$ cat src/rtl/div_unit_iter.sv
// Iterative restoring divider for RV32M DIV/DIVU/REM/REMU: one quotient bit per cycle.
// Optional: define DIV_EARLY_OUT_EN to finish in one cycle when |dividend| < |divisor|.
module div_unit_iter #(
  parameter int XLEN = 32
) (
  input  logic            clk,
  input  logic            rst,
  input  logic            start,
  input  logic [1:0]      op,
  input  logic [XLEN-1:0] dividend,
  input  logic [XLEN-1:0] divisor,
  input  logic            flush,
  output logic            busy,
  output logic            done,
  output logic [XLEN-1:0] result
);

  localparam int CW = (XLEN > 1) ? $clog2(XLEN) : 1;
  localparam logic [CW-1:0]   LAST_STEP = CW'(XLEN - 1);
  localparam logic [XLEN-1:0] INT_MIN   = {1'b1, {(XLEN-1){1'b0}}};

  typedef enum logic [1:0] {
    S_IDLE,
    S_CALC,
    S_DONE
  } state_t;

  state_t          state;
  logic [1:0]      op_q;
  logic [XLEN-1:0] div_q;
  logic [XLEN-1:0] rem_q;
  logic [XLEN-1:0] quot_q;
  logic            neg_quot;
  logic            neg_rem;
  logic [CW-1:0]   cnt;

  // Operand decode for the accepting edge
  logic            is_signed;
  logic            a_neg;
  logic            b_neg;
  logic [XLEN-1:0] a_mag;
  logic [XLEN-1:0] b_mag;
  logic            div_zero;
  logic            overflow;
  logic            early;
  logic            special;
  logic            accept;
  logic [XLEN-1:0] imm_quot;
  logic [XLEN-1:0] imm_rem;
  logic [XLEN-1:0] imm_result;

  always_comb begin
    is_signed = ~op[0];
    a_neg     = is_signed & dividend[XLEN-1];
    b_neg     = is_signed & divisor[XLEN-1];
    a_mag     = a_neg ? -dividend : dividend;
    b_mag     = b_neg ? -divisor  : divisor;
    div_zero  = (divisor == '0);
    overflow  = is_signed & (dividend == INT_MIN) & (divisor == '1);
`ifdef DIV_EARLY_OUT_EN
    early     = ~div_zero & (a_mag < b_mag);
`else
    early     = 1'b0;
`endif
    special   = div_zero | overflow | early;
    accept    = start & ~flush & ((state == S_IDLE) | (state == S_DONE));

    // Early-out falls through to quotient 0 with the untouched dividend as remainder
    imm_quot  = '0;
    imm_rem   = dividend;
    if (div_zero) begin
      imm_quot = '1;
      imm_rem  = dividend;
    end else if (overflow) begin
      imm_quot = INT_MIN;
      imm_rem  = '0;
    end
    imm_result = op[1] ? imm_rem : imm_quot;
  end

  // One restoring step on {rem, quot}
  logic [XLEN:0]   rem_sh;
  logic [XLEN:0]   trial;
  logic            fits;
  logic [XLEN-1:0] rem_nx;
  logic [XLEN-1:0] quot_nx;
  logic [XLEN-1:0] quot_fix;
  logic [XLEN-1:0] rem_fix;
  logic [XLEN-1:0] fin_result;

  always_comb begin
    rem_sh     = {rem_q, quot_q[XLEN-1]};
    trial      = rem_sh - {1'b0, div_q};
    fits       = (rem_sh >= {1'b0, div_q});
    rem_nx     = fits ? trial[XLEN-1:0] : rem_sh[XLEN-1:0];
    quot_nx    = {quot_q[XLEN-2:0], fits};
    quot_fix   = neg_quot ? -quot_nx : quot_nx;
    rem_fix    = neg_rem  ? -rem_nx  : rem_nx;
    fin_result = op_q[1] ? rem_fix : quot_fix;
  end

  // NOTE: all state is updated with non-blocking assignments so every register
  // samples the pre-edge values of the others, independent of statement order.
  always_ff @(posedge clk) begin
    if (rst) begin
      state    <= S_IDLE;
      busy     <= 1'b0;
      done     <= 1'b0;
      result   <= '0;
      op_q     <= '0;
      div_q    <= '0;
      rem_q    <= '0;
      quot_q   <= '0;
      neg_quot <= 1'b0;
      neg_rem  <= 1'b0;
      cnt      <= '0;
    end else if (flush) begin
      state <= S_IDLE;
      busy  <= 1'b0;
      done  <= 1'b0;
      cnt   <= '0;
    end else if (accept) begin
      op_q     <= op;
      div_q    <= b_mag;
      rem_q    <= '0;
      quot_q   <= a_mag;
      neg_quot <= a_neg ^ b_neg;
      neg_rem  <= a_neg;
      cnt      <= '0;
      if (special) begin
        state  <= S_DONE;
        busy   <= 1'b0;
        done   <= 1'b1;
        result <= imm_result;
      end else begin
        state <= S_CALC;
        busy  <= 1'b1;
        done  <= 1'b0;
      end
    end else begin
      case (state)
        S_CALC: begin
          rem_q  <= rem_nx;
          quot_q <= quot_nx;
          if (cnt == LAST_STEP) begin
            state  <= S_DONE;
            busy   <= 1'b0;
            done   <= 1'b1;
            result <= fin_result;
            cnt    <= '0;
          end else begin
            cnt <= cnt + 1'b1;
          end
        end
        S_DONE: begin
          state <= S_IDLE;
          done  <= 1'b0;
        end
        default: begin
          state <= S_IDLE;
          busy  <= 1'b0;
          done  <= 1'b0;
        end
      endcase
    end
  end

endmodule
$ cat config.mk
export PLATFORM = sky130hd
export DESIGN_NAME = div_unit_iter
export DESIGN_NICKNAME = d
export VERILOG_FILES = /design/src/rtl/div_unit_iter.sv
export SDC_FILE = /design/constraint.sdc
export NUM_CORES = 1
export LEC_CHECK = 0
export BUFFER_PORTS_ARGS = -buffer_cell sky130_fd_sc_hd__buf_2
export CORE_MARGIN = 2
export CORE_UTILIZATION = 32
export CTS_CLUSTER_DIAMETER = 100
export DETAILED_ROUTE_END_ITERATION = 6
export GPL_ROUTABILITY_DRIVEN = 0
export GPL_TIMING_DRIVEN = 0
export PLACE_DENSITY = 0.45
export SKIP_CTS_REPAIR_TIMING = 1
export SYNTH_ARGS = -nofsm -noshare
export SYNTH_HDL_FRONTEND = slang
export SYNTH_SLANG_ARGS = --single-unit
$ cat constraint.sdc
create_clock -name clk -period 12.6 [get_ports clk]
set_clock_uncertainty 0.2 [all_clocks]
set_input_delay 1.26 -clock clk [delete_from_list [all_inputs] [get_ports clk]]
set_output_delay 1.26 -clock clk [all_outputs]
set_load 0.005 [all_outputs]
Word level (Yosys, flattened, before mapping)

Index checks and enable logic that the tools add are counted.

Flip-flop bits (word level): 141
Output and inout port bits: 34
Logic and storage cells: 79

$add $sub $neg: 6
$lt $le $gt $ge: 1
Equality and inequality tests: 8
Muxes and demuxes: 32
Bitwise operators: 11
Reductions and logical operators: 10

Operator list:

| operator                                                              | count |
|---|---|
| 32-bit 2-to-1 mux                                                     | 19 |
| 32-bit negator                                                        | 4 |
| 32-bit equality test, second input constant                           | 2 |
| 33-bit by 32-bit greater-or-equal comparator with 1-bit output        | 1 |
| 32-bit zero test                                                      | 1 |
| 32-bit subtractor                                                     | 1 |
| 2-bit 2-to-1 mux                                                      | 4 |
| 1-bit 2-to-1 mux                                                      | 7 |
| 1-bit bitwise AND                                                     | 6 |
| 2-bit AND reduction                                                   | 3 |
| 5-bit by 1-bit adder with 5-bit output, second input constant         | 1 |
| 5-bit equality test, second input constant                            | 1 |
| 5-bit 2-to-1 mux                                                      | 1 |
| 2-bit inequality test, second input constant                          | 2 |
| 4-bit AND reduction                                                   | 1 |
| 2-bit nonzero test                                                    | 2 |
| 3-bit inequality test, second input constant                          | 1 |
| 3-bit OR reduction                                                    | 1 |
| 2-bit by 1-bit equality test with 1-bit output, second input constant | 1 |
| 2-bit equality test, second input constant                            | 1 |
| 2-bit zero test                                                       | 1 |
| 1-bit NOT                                                             | 2 |
| 1-bit OR                                                              | 2 |
| 1-bit one-hot mux with 2 select lines                                 | 1 |
| other kinds (2)                                                       | 2 |

Depth between registers and ports, before layout

Gate-level depths: netlist of run 1.

Word-level depth: 8
Depth in mapped cells: 24
Depth with buffers taken out: 19

Worst setup path after synthesis of run 1

No wires, ideal clock.

Path kind: register -> register
Start point: register div_q[7]
End point: register result[22]
Library setup time: 0.117 ns
Data arrival time: 4.623 ns
Required time: 12.283 ns
Path slack: 7.659 ns
Cell stages (with the launch flop): 23
Buffers on the path: 5
Clock period less this slack: 4.941 ns
Cell sequence: dfxtp_1 -> inv_1 -> ha_1 -> buf_2 -> nand2_1 -> o21ai_0 -> nand3_1 -> and3_1 -> buf_2 -> o21ai_2 -> buf_6 -> clkbuf_8 -> clkbuf_1 -> mux2i_1 -> ha_1 -> inv_1 -> or4_4 -> nor3_4 -> a22oi_2 -> nor4_4 -> nor2_1 -> or3_1 -> a32o_1

Longest elaborated chain between the ends: 8
Elaborated cells between the ends (all ways): 11

RTL lines:

| item                                                                                                       | RTL line | text |
|---|---|---|
| start: declaration                                                                                         | 30       | `logic [XLEN-1:0] div_q;` |
| start signal: assignment                                                                                   | 124      | `div_q <= b_mag;` |
| 32-bit subtractor / 33-bit by 32-bit greater-or-equal comparator with 1-bit output (equally long branches) | 93, 94   |  |
| 32-bit 2-to-1 mux                                                                                          | 95       | `rem_nx = fits ? trial[XLEN-1:0] : rem_sh[XLEN-1:0];` |
| 32-bit negator                                                                                             | 98       | `rem_fix = neg_rem ? -rem_nx : rem_nx;` |
| 32-bit 2-to-1 mux                                                                                          | 98       |  |
| 32-bit 2-to-1 mux *                                                                                        | 99       | `fin_result = op_q[1] ? rem_fix : quot_fix;` |
| 32-bit 2-to-1 mux *                                                                                        | 145      | `if (cnt == LAST_STEP) begin` |
| 32-bit 2-to-1 mux *                                                                                        | 141      | `case (state)` |
| 32-bit 2-to-1 mux *                                                                                        | 122      | `end else if (accept) begin` |
| end signal: assignment                                                                                     | 134      | `result <= imm_result;` |
| end signal: assignment                                                                                     | 149      | `result <= fin_result;` |
| end: declaration                                                                                           | 15       | `output logic [XLEN-1:0] result` |

Every way passes the cells marked *; elsewhere a longest branch is shown, timed or not. The select of a mux whose other input is x is not followed.
A chain may end at the register's enable or synchronous reset.

Worst setup path in the final report of run 1

Start point: register div_q[8]
End point: register result[26]

Same word-level chain as after synthesis.

==> results.cfg, run 1 <==
[sta]
max_freq_mhz = 151
period_needed_ps = 6620
maxSlewHeadroom_pct = -6.38
tns_ps = 0
tightest_slew_ps = 1590
rsz0062_at_grt = no
hold_violations = 0
fin_crit_sh_pct = 52.6
maxSlewViolCount = 5
setup_viol = 0

[grt]
grt_pass1_vias = 11500
grt_first_pass_wirelength_microns = 73200
overflow = 0
antenna_found_initial = 0
track_usage_pct = 25.5
grt_max_degree = 17

[finish]
diodes = 0
area_delta_synth_final_pct = 14.5
fin_nets = 1816
n_fill_cell = 3867
drive_gt1_share_pct = 11.8
multiInputGateArea_sq_um = 8000
fin_area_sq_um = 13200
regArea_sq_um = 2780

[clocking]
numCtsBuffers = 17
ctsLongestPathBuffers = 2
cts_root_buf = clkbuf_16
cts_sinks = 139
cts_tree = yes
clk_latency_ps = 450
clkTransAtPathRegs_ps = 60
cts-htree-levels = 4

[synthesis]
netlist_instances = 1585
avgSynthCellArea_sq_um = 7.26
synthFlopType = dfxtp_1
ys_seq_area_share_pct = 24.2
ys_seq_elements = 139
yosysUniqueCellTypes = 94
synth_edf_count = 0
synthesis.area_sq_um = 11500
yosys_warnings = 0
synth_nets = 1695
async_reset_ff_share_pct = 0

[worst_hold_path]
hold_path_class = flop to flop

[setup_path]
critPathLaunchType = flop
cp.arrival_ps = 6770
endpoint = result[26]$_SDFFE_PP0P_
r2r_end = result[26]$_SDFFE_PP0P_
regToRegSetupSlack_ps = 5980
end_kind = flop
worst_r2r_path_depth = 20
cp-startpoint = div_q[8]$_SDFFE_PP0P_
cp.required_ps = 12740
cp_max_fo = 10
worstSetupPathType = flop to flop
r2r-start = div_q[8]$_SDFFE_PP0P_

[floorplanning]
die_w_microns = 194
die_y_microns = 194
boundaryPins = 104
start_util_pct = 32.4
core_area_sq_um = 35500
row_count = 69
die_area_sq_um = 37500

[drt]
num_vias = 12600
ant_nets = 0
via_per_inst = 5.80
drc_errors = 0
drt_iter0_markers = 1277
drt-wirelength-per-cell_microns = 22.4
first_pass_iters = 5
routed_wl_microns = 48800

[run_status]
failed_checks = max-capacitance violations, max-slew violations
status = finished with violations

[pwr]
p_leak_uw = 0.00501
ir_drop_mv = 0.104
power.density_nw_per_um2 = 104

[run]
drv_cap = 1

[place]
placed_area_sq_um = 12600
dp_hpwl_microns = 38700
portBuffers = 102
## how the worst min path moves through the flow
stage,start,to,depth (start not counted)
finish,result[25]$_SDFFE_PP0P_,result[25]$_SDFFE_PP0P_,2
global route,result[25]$_SDFFE_PP0P_,result[25]$_SDFFE_PP0P_,2
CTS,result[25]$_SDFFE_PP0P_,result[25]$_SDFFE_PP0P_,2
detailed placement,result[23]$_SDFFE_PP0P_,result[23]$_SDFFE_PP0P_,2
global placement,result[23]$_SDFFE_PP0P_,result[23]$_SDFFE_PP0P_,2
floorplan,div_q[21]$_SDFFE_PP0P_,div_q[21]$_SDFFE_PP0P_,2
## sequential cells by signal, indices dropped and copies added (netlist names)
| name | cells |
|---|---|
| neg_quot | 1 |
| rem_q | 32 |
| op_q | 1 |
| done | 1 |
| neg_rem | 1 |
| state | 1 |
| quot_q | 32 |
| cnt | 5 |
| busy | 1 |
| div_q | 32 |
| result | 32 |
## metal layers
metal  part of all wire [%]  wire length (microns)  track usage, %
met3                    5.5                   2670            3.10
met4                    2.4                   1150            7.66
met2                     44                  21200            38.7
met1                     49                  23700            37.6
met5                      0                      0               0
## cells by family (layout without fill, tap and decap cells)
kind of cell             after synthesis  in the layout  share of synthesized area [%]
AND/OR/NAND/NOR                      614            614                           24.8
AO/OA/AOI/OAI                        480            480                           28.5
buffers and inverters                161            294                           6.31
flip-flops                           139            139                           24.2
XOR/XNOR                             129            129                           9.82
adder cells (fa/ha/maj)               40             40                           4.41
multiplexers                          22             22                           1.97
## cell type report
| class | count | share of cell area, % |
|---|---|---|
| Clock buffer | 18 | 3.33 |
| Timing Repair Buffer | 102 | 3.87 |
| Tap cell | 461 | 4.38 |
| Clock inverter | 13 | 1.08 |
| Multi-Input combinational cell | 1285 | 60.7 |
| Inverter | 58 | 1.65 |
| Sequential cell | 139 | 21.1 |
| Buffer | 103 | 3.85 |
## layout by cell type (no fill, tap or decap), types with 12 or more instances in the layout
master	instances
a311oi_1	37
nor3_1	37
o31ai_1	42
buf_2	116
ha_1	39
clkbuf_16	17
dfxtp_1	139
a22oi_1	24
nor2_1	202
o21ai_0	73
or3_1	14
nand2_1	202
a211oi_1	49
clkbuf_1	71
xnor2_1	53
mux2i_1	20
nor4_1	21
inv_1	57
or4_1	14
nand2b_1	12
xor2_1	76
a21oi_1	133
o211ai_1	14
nand4_1	27
nand3_1	22
## metrics by stage
step / cells / utilization, % / hold slack (ps) / setup WS [ps] / total power (uW)
2_1_floorplan: 1585 / - / 232 / 7660 / 723
3_3_place_gp: 2148 / 35.5 / 234 / 6010 / 853
3_5_place_dp: 2148 / 35.5 / 236 / 6070 / 854
4_1_cts: 2179 / 37.1 / 248 / 6050 / 1380
5_1_grt: 2179 / 37.1 / 269 / 5650 / 1430
6_report: 2179 / 37.1 / 242 / 5980 / 1380
## worst max-delay path, cell delays in order (launching register included)
cell	delay, ps
dfxtp_1	330
inv_1	100
ha_1	300
buf_2	200
nand4_1	200
nor4_1	680
nand3_1	190
o311a_2	240
o21ai_2	110
buf_6	170
clkbuf_8	190
clkbuf_1	590
mux2i_1	470
ha_1	210
inv_1	110
nor4b_1	750
a22oi_2	280
nor4_4	520
a21oi_1	140
xor2_1	190
a221o_1	330
## cell usage after synthesis (5+ instances only)
cell / count / area (sq um)
o41ai_1: 11 / 96.3
clkbuf_1: 71 / 267
a32o_1: 5 / 50.1
clkbuf_8: 5 / 68.8
o31ai_1: 42 / 315
or3_1: 14 / 87.6
a31oi_1: 10 / 62.6
o211ai_1: 14 / 105
or2_2: 6 / 37.5
nand4_1: 27 / 169
nand2b_1: 12 / 75.1
or4_1: 14 / 105
nor2b_1: 9 / 56.3
a22oi_1: 24 / 180
dfxtp_1: 139 / 2780
o21ai_1: 6 / 30.0
nand2_1: 202 / 758
a21oi_1: 133 / 666
xnor2_1: 53 / 464
inv_1: 57 / 214
o21ai_0: 73 / 365
mux2i_1: 20 / 200
buf_1: 5 / 18.8
nor3b_1: 9 / 67.6
nor4_1: 21 / 131
a211oi_1: 49 / 368
buf_2: 14 / 70.1
ha_1: 39 / 488
and3_1: 11 / 68.8
nand3_1: 22 / 110
o21a_1: 8 / 60.1
a21o_1: 11 / 82.6
nor2_1: 202 / 758
xor2_1: 76 / 666
nor3_1: 37 / 185
a311oi_1: 37 / 324
buf_6: 7 / 78.8
## power by group
group	switching [uW]	leakage [uW]	total [uW]	internal, uW
clock	227	0.000271	523	297
combinational	247	0.00361	372	126
sequential	20.2	0.00113	480	460
total	493	0.00501	1380	882
Power figures use the tool's default switching activity.
==> inputs of run 2 (changes only) <==
--- a/config.mk
+++ b/config.mk
@@ -12,7 +12,7 @@
 export DETAILED_ROUTE_END_ITERATION = 6
 export GPL_ROUTABILITY_DRIVEN = 0
 export GPL_TIMING_DRIVEN = 0
-export PLACE_DENSITY = 0.45
+export PLACE_DENSITY = 0.47
 export SKIP_CTS_REPAIR_TIMING = 1
 export SYNTH_ARGS = -nofsm -noshare
 export SYNTH_HDL_FRONTEND = slang
==> constraint.sdc (replaced) <==
create_clock -name clk -period 5.3 [get_ports clk]
set_clock_uncertainty 0.2 [all_clocks]
set_input_delay 0.53 -clock clk [delete_from_list [all_inputs] [get_ports clk]]
set_output_delay 0.53 -clock clk [all_outputs]
set_load 0.005 [all_outputs]
==> results.cfg, run 2 (synthesis results as in run 1) <==
[floorplanning]
core_area_sq_um = 35500
die_y_microns = 194
start_util_pct = 32.4
die_w_microns = 194
die_area_sq_um = 37500
row_count = 69
boundaryPins = 104

[drt]
ant_nets = 0
routed_wl_microns = 48200
drt_iter0_markers = 1171
drt-wirelength-per-cell_microns = 21.9
first_pass_iters = 6
num_vias = 12700
drc_errors = 0
via_per_inst = 5.77

[place]
portBuffers = 102
dp_hpwl_microns = 38200
place_inst = 2148

[worst_hold_path]
hold_path_class = input port to flop

[finish]
drive_gt1_share_pct = 15.6
n_fill_cell = 3830
final_cells = 2201
mostFrequentLayoutCells = nand2_1 (201), nor2_1 (200), a21oi_1 (130)
diodes = 0
fin_nets = 1837
regArea_sq_um = 2800
multiInputGateArea_sq_um = 8210
area_delta_synth_final_pct = 18.9
final_common_cell = nand2_1

[run]
drv_cap = 0

[sta]
max_freq_mhz = 197
setup_viol = 0
period_needed_ps = 5070
rsz0062_at_grt = no
tns_ps = 0
hold_violations = 0
maxSlewHeadroom_pct = 27.0
fin_crit_sh_pct = 95.7
maxSlewViolCount = 0
tightest_slew_ps = 1080

[clocking]
clkTransAtPathRegs_ps = 70
cts_tree = yes
cts-htree-levels = 4
cts_root_buf = clkbuf_16
ctsLongestPathBuffers = 2
cts_sinks = 139
clk_latency_ps = 450
numCtsBuffers = 17

[setup_path]
critPathLaunchType = flop
regToRegSetupSlack_ps = 230
cp_max_fo = 10
end_kind = flop
cp.required_ps = 5440
worstSetupPathType = flop to flop
cp.arrival_ps = 5210

[pwr]
ir_drop_mv = 0.242
power.density_nw_per_um2 = 250
p_leak_uw = 0.00522

[grt]
overflow = 0
antenna_found_initial = 0
grt_pass1_vias = 11800
track_usage_pct = 25.0
grt_max_degree = 17
grt_first_pass_wirelength_microns = 72200

[run_status]
status = finished clean
run 2: layout make-up:
type | instances | share of cell area, %
multi-input combinational | 1285 | 60.0
clock buffer | 23 | 3.42
inverter | 58 | 1.59
clock inverter | 9 | 1.16
tap | 461 | 4.22
timing repair buffer | 126 | 5.05
sequential | 139 | 20.4
buffer | 100 | 4.15
run 2: layer usage:
metal | GRT usage (%) | wire length [microns] | up-vias
met5 | 0 | 0 | -
met4 | 8.62 | 1290 | 0
met3 | 4.54 | 3170 | 65
met2 | 38.2 | 20900 | 433
met1 | 35.3 | 22800 | 6121
li1 | - | - | 6070
run 2: path summary, 6_finish.rpt:
path                                             start                       to  cells past startpoint
worst max-delay path            div_q[15]$_SDFFE_PP0P_  result[26]$_SDFFE_PP0P_                     24
worst min-delay path                             flush        busy$_SDFFE_PP0P_                      2
worst max register to register  div_q[15]$_SDFFE_PP0P_  result[26]$_SDFFE_PP0P_                     24
worst min register to register  result[2]$_SDFFE_PP0P_   result[2]$_SDFFE_PP0P_                      2
run 2: power by group:
group          switching, uW  internal (uW)  total (uW)
logic                    598            335         933
clock network            526            817        1340
registers               50.6           1090        1140
run 2: critical path, cell delays in order, from the launching register on:
cell and delay, ps:
dfxtp_1 350, inv_1 70, ha_2 380, nand4_1 250, nor4_4 280, buf_4 180, nand3_2 90, o311a_4 190
o21ai_4 80, buf_6 140, buf_12 140, buf_12 110, buf_12 130, nand2_1 70, o21ai_2 80, ha_2 200
inv_2 70, or4_4 450, nor3_4 240, a22oi_2 190, nor4_4 290, buf_4 180, a21oi_1 70, xor2_1 180
a221o_1 330
run 2: stage by stage:
step	total power (uW)	worst slack, ps	cell area [sq um]	hold slack [ps]	util, %
floorplan	1720	359	11500	232	-
global placement	2020	-1220	12600	234	35.5
detailed placement	2030	-1200	12600	237	35.5
CTS	3360	-1240	13200	117	37.3
global route	3560	20.3	13700	142	38.6
finish	3420	229	13700	138	38.6
==> inputs of run 3 (changes only) <==
--- a/config.mk
+++ b/config.mk
@@ -12,7 +12,6 @@
 export DETAILED_ROUTE_END_ITERATION = 6
 export GPL_ROUTABILITY_DRIVEN = 0
 export GPL_TIMING_DRIVEN = 0
-export PLACE_DENSITY = 0.47
 export SKIP_CTS_REPAIR_TIMING = 1
 export SYNTH_ARGS = -nofsm -noshare
 export SYNTH_HDL_FRONTEND = slang
==> results.cfg, run 3 (synthesis results as in run 1) <==
[grt]
track_usage_pct = 23.8
grt_pass1_vias = 11900
antenna_found_initial = 1
grt_first_pass_wirelength_microns = 69800
grt_max_degree = 17
overflow = 0

[floorplanning]
core_area_sq_um = 35500
boundaryPins = 104
row_count = 69
die_w_microns = 194
die_area_sq_um = 37500
start_util_pct = 32.4
die_y_microns = 194

[clocking]
cts_tree = yes
clk_latency_ps = 450
cts-htree-levels = 4
numCtsBuffers = 17
cts_sinks = 139
ctsLongestPathBuffers = 2
clkTransAtPathRegs_ps = 70
cts_root_buf = clkbuf_16

[place]
place_inst = 2148
placed_area_sq_um = 12600
portBuffers = 102
dp_hpwl_microns = 36400
dp_slack_ps = -973

[finish]
mostFrequentLayoutCells = nand2_1 (201), nor2_1 (201), dfxtp_1 (136)
fin_nets = 1827
fin_area_sq_um = 13600
final_cells = 2191
fin_util_pct = 38.2
drive_gt1_share_pct = 14.2
area_delta_synth_final_pct = 17.8

[setup_path]
regToRegSetupSlack_ps = 160
cp_max_fo = 10
r2r_end = result[22]$_SDFFE_PP0P_
cp-startpoint = rem_q[17]$_SDFFE_PP0P_
end_kind = flop
r2r-start = rem_q[17]$_SDFFE_PP0P_
cp.required_ps = 5440
worst_r2r_path_depth = 20
worstSetupPathType = flop to flop
endpoint = result[22]$_SDFFE_PP0P_
critPathLaunchType = flop
cp.arrival_ps = 5280

[sta]
period_needed_ps = 5140
hold_violations = 0
maxSlewHeadroom_pct = 19.0
tightest_slew_ps = 1210
fin_crit_sh_pct = 97.1
maxSlewViolCount = 0
layout_setup_ws_ps = 156
setup_viol = 0
max_freq_mhz = 194

[drt]
routed_wl_microns = 46400
drt-wirelength-per-cell_microns = 21.2
num_vias = 13000
via_per_inst = 5.95
ant_nets = 0
drt_iter0_markers = 1641
drc_errors = 0
first_pass_iters = 6

[worst_hold_path]
hold_path_class = input port to flop

[pwr]
ir_drop_mv = 0.167
finalPower_uw = 3480
p_clk_share_pct = 41.0
combPwrFrac_pct = 26.3
sw_frac_of_total_pct = 33.0
seqPwrFrac_pct = 32.8
power.density_nw_per_um2 = 257
switchingPower_uw = 1150
power.internal_uw = 2330
p_leak_uw = 0.00518

[run_status]
status = finished clean

[run]
drv_cap = 0
run 3: cell types whose count changed in the layout (fill, tap and decap cells not counted), moves of 3 or more:
cell      delta
ha_4         -3
buf_4       -10
dfxtp_1      +8
ha_1         +4
o21ai_1      +3
clkbuf_1     -4
dfxtp_2      -8
run 3: power groups by stage:
stage | clock network, uW | logic, uW | registers [uW]
5_1_grt | 1470 | 984 | 1150
3_3_place_gp | 0 | 838 | 1160
3_5_place_dp | 0 | 849 | 1160
6_report | 1430 | 915 | 1140
4_1_cts | 1430 | 853 | 1140
2_1_floorplan | 0 | 571 | 1150
run 3: area by class of cell:
cell class / instances / area [sq um]
buffer: 100 / 543
clock buffer: 20 / 467
multi-input combinational: 1285 / 8130
inverter: 58 / 218
fill: 3695 / 21900
sequential: 139 / 2790
antenna: 1 / 2.50
clock inverter: 11 / 215
tap: 461 / 577
timing repair buffer: 116 / 616
run 3: worst min path at each step:
stage	start	end	slack, ps	cells past startpoint
after floorplan	div_q[21]$_SDFFE_PP0P_	div_q[21]$_SDFFE_PP0P_	230	2
after global placement	result[17]$_SDFFE_PP0P_	result[17]$_SDFFE_PP0P_	240	2
after detailed placement	result[10]$_SDFFE_PP0P_	result[10]$_SDFFE_PP0P_	240	2
after CTS	flush	state[0]$_SDFFE_PP0P_	120	2
after global routing	flush	state[0]$_SDFFE_PP0P_	160	2
final	flush	busy$_SDFFE_PP0P_	130	2
run 3: critical path, cell delays in order (launching register included):
cell and delay (ps):
dfxtp_1 380, ha_1 320, buf_4 170, nand4_1 200, nor4_4 460, nand3_2 140, o311a_4 200, o21ai_2 100
buf_6 170, buf_6 200, mux2i_4 300, ha_2 220, inv_2 70, or4_4 460, nor3_4 230, a22oi_2 160
nor4_4 280, buf_4 190, nor2_1 60, or3_1 310, a32o_1 230
run 3: metal layers:
metal / GRT usage [%] / share of wire (%)
met5: 0 / 0.024
met4: 7.44 / 3.2
met3: 4.75 / 9.3
met2: 37.5 / 44
met1: 32.5 / 44
run 3: metrics by stage:
step	TNS (ps)	hold WS, ps
after floorplan	0	232
after global placement	-8460	235
after detailed placement	-9210	240
after CTS	-9620	124
after global routing	-22.8	160
final	0	135
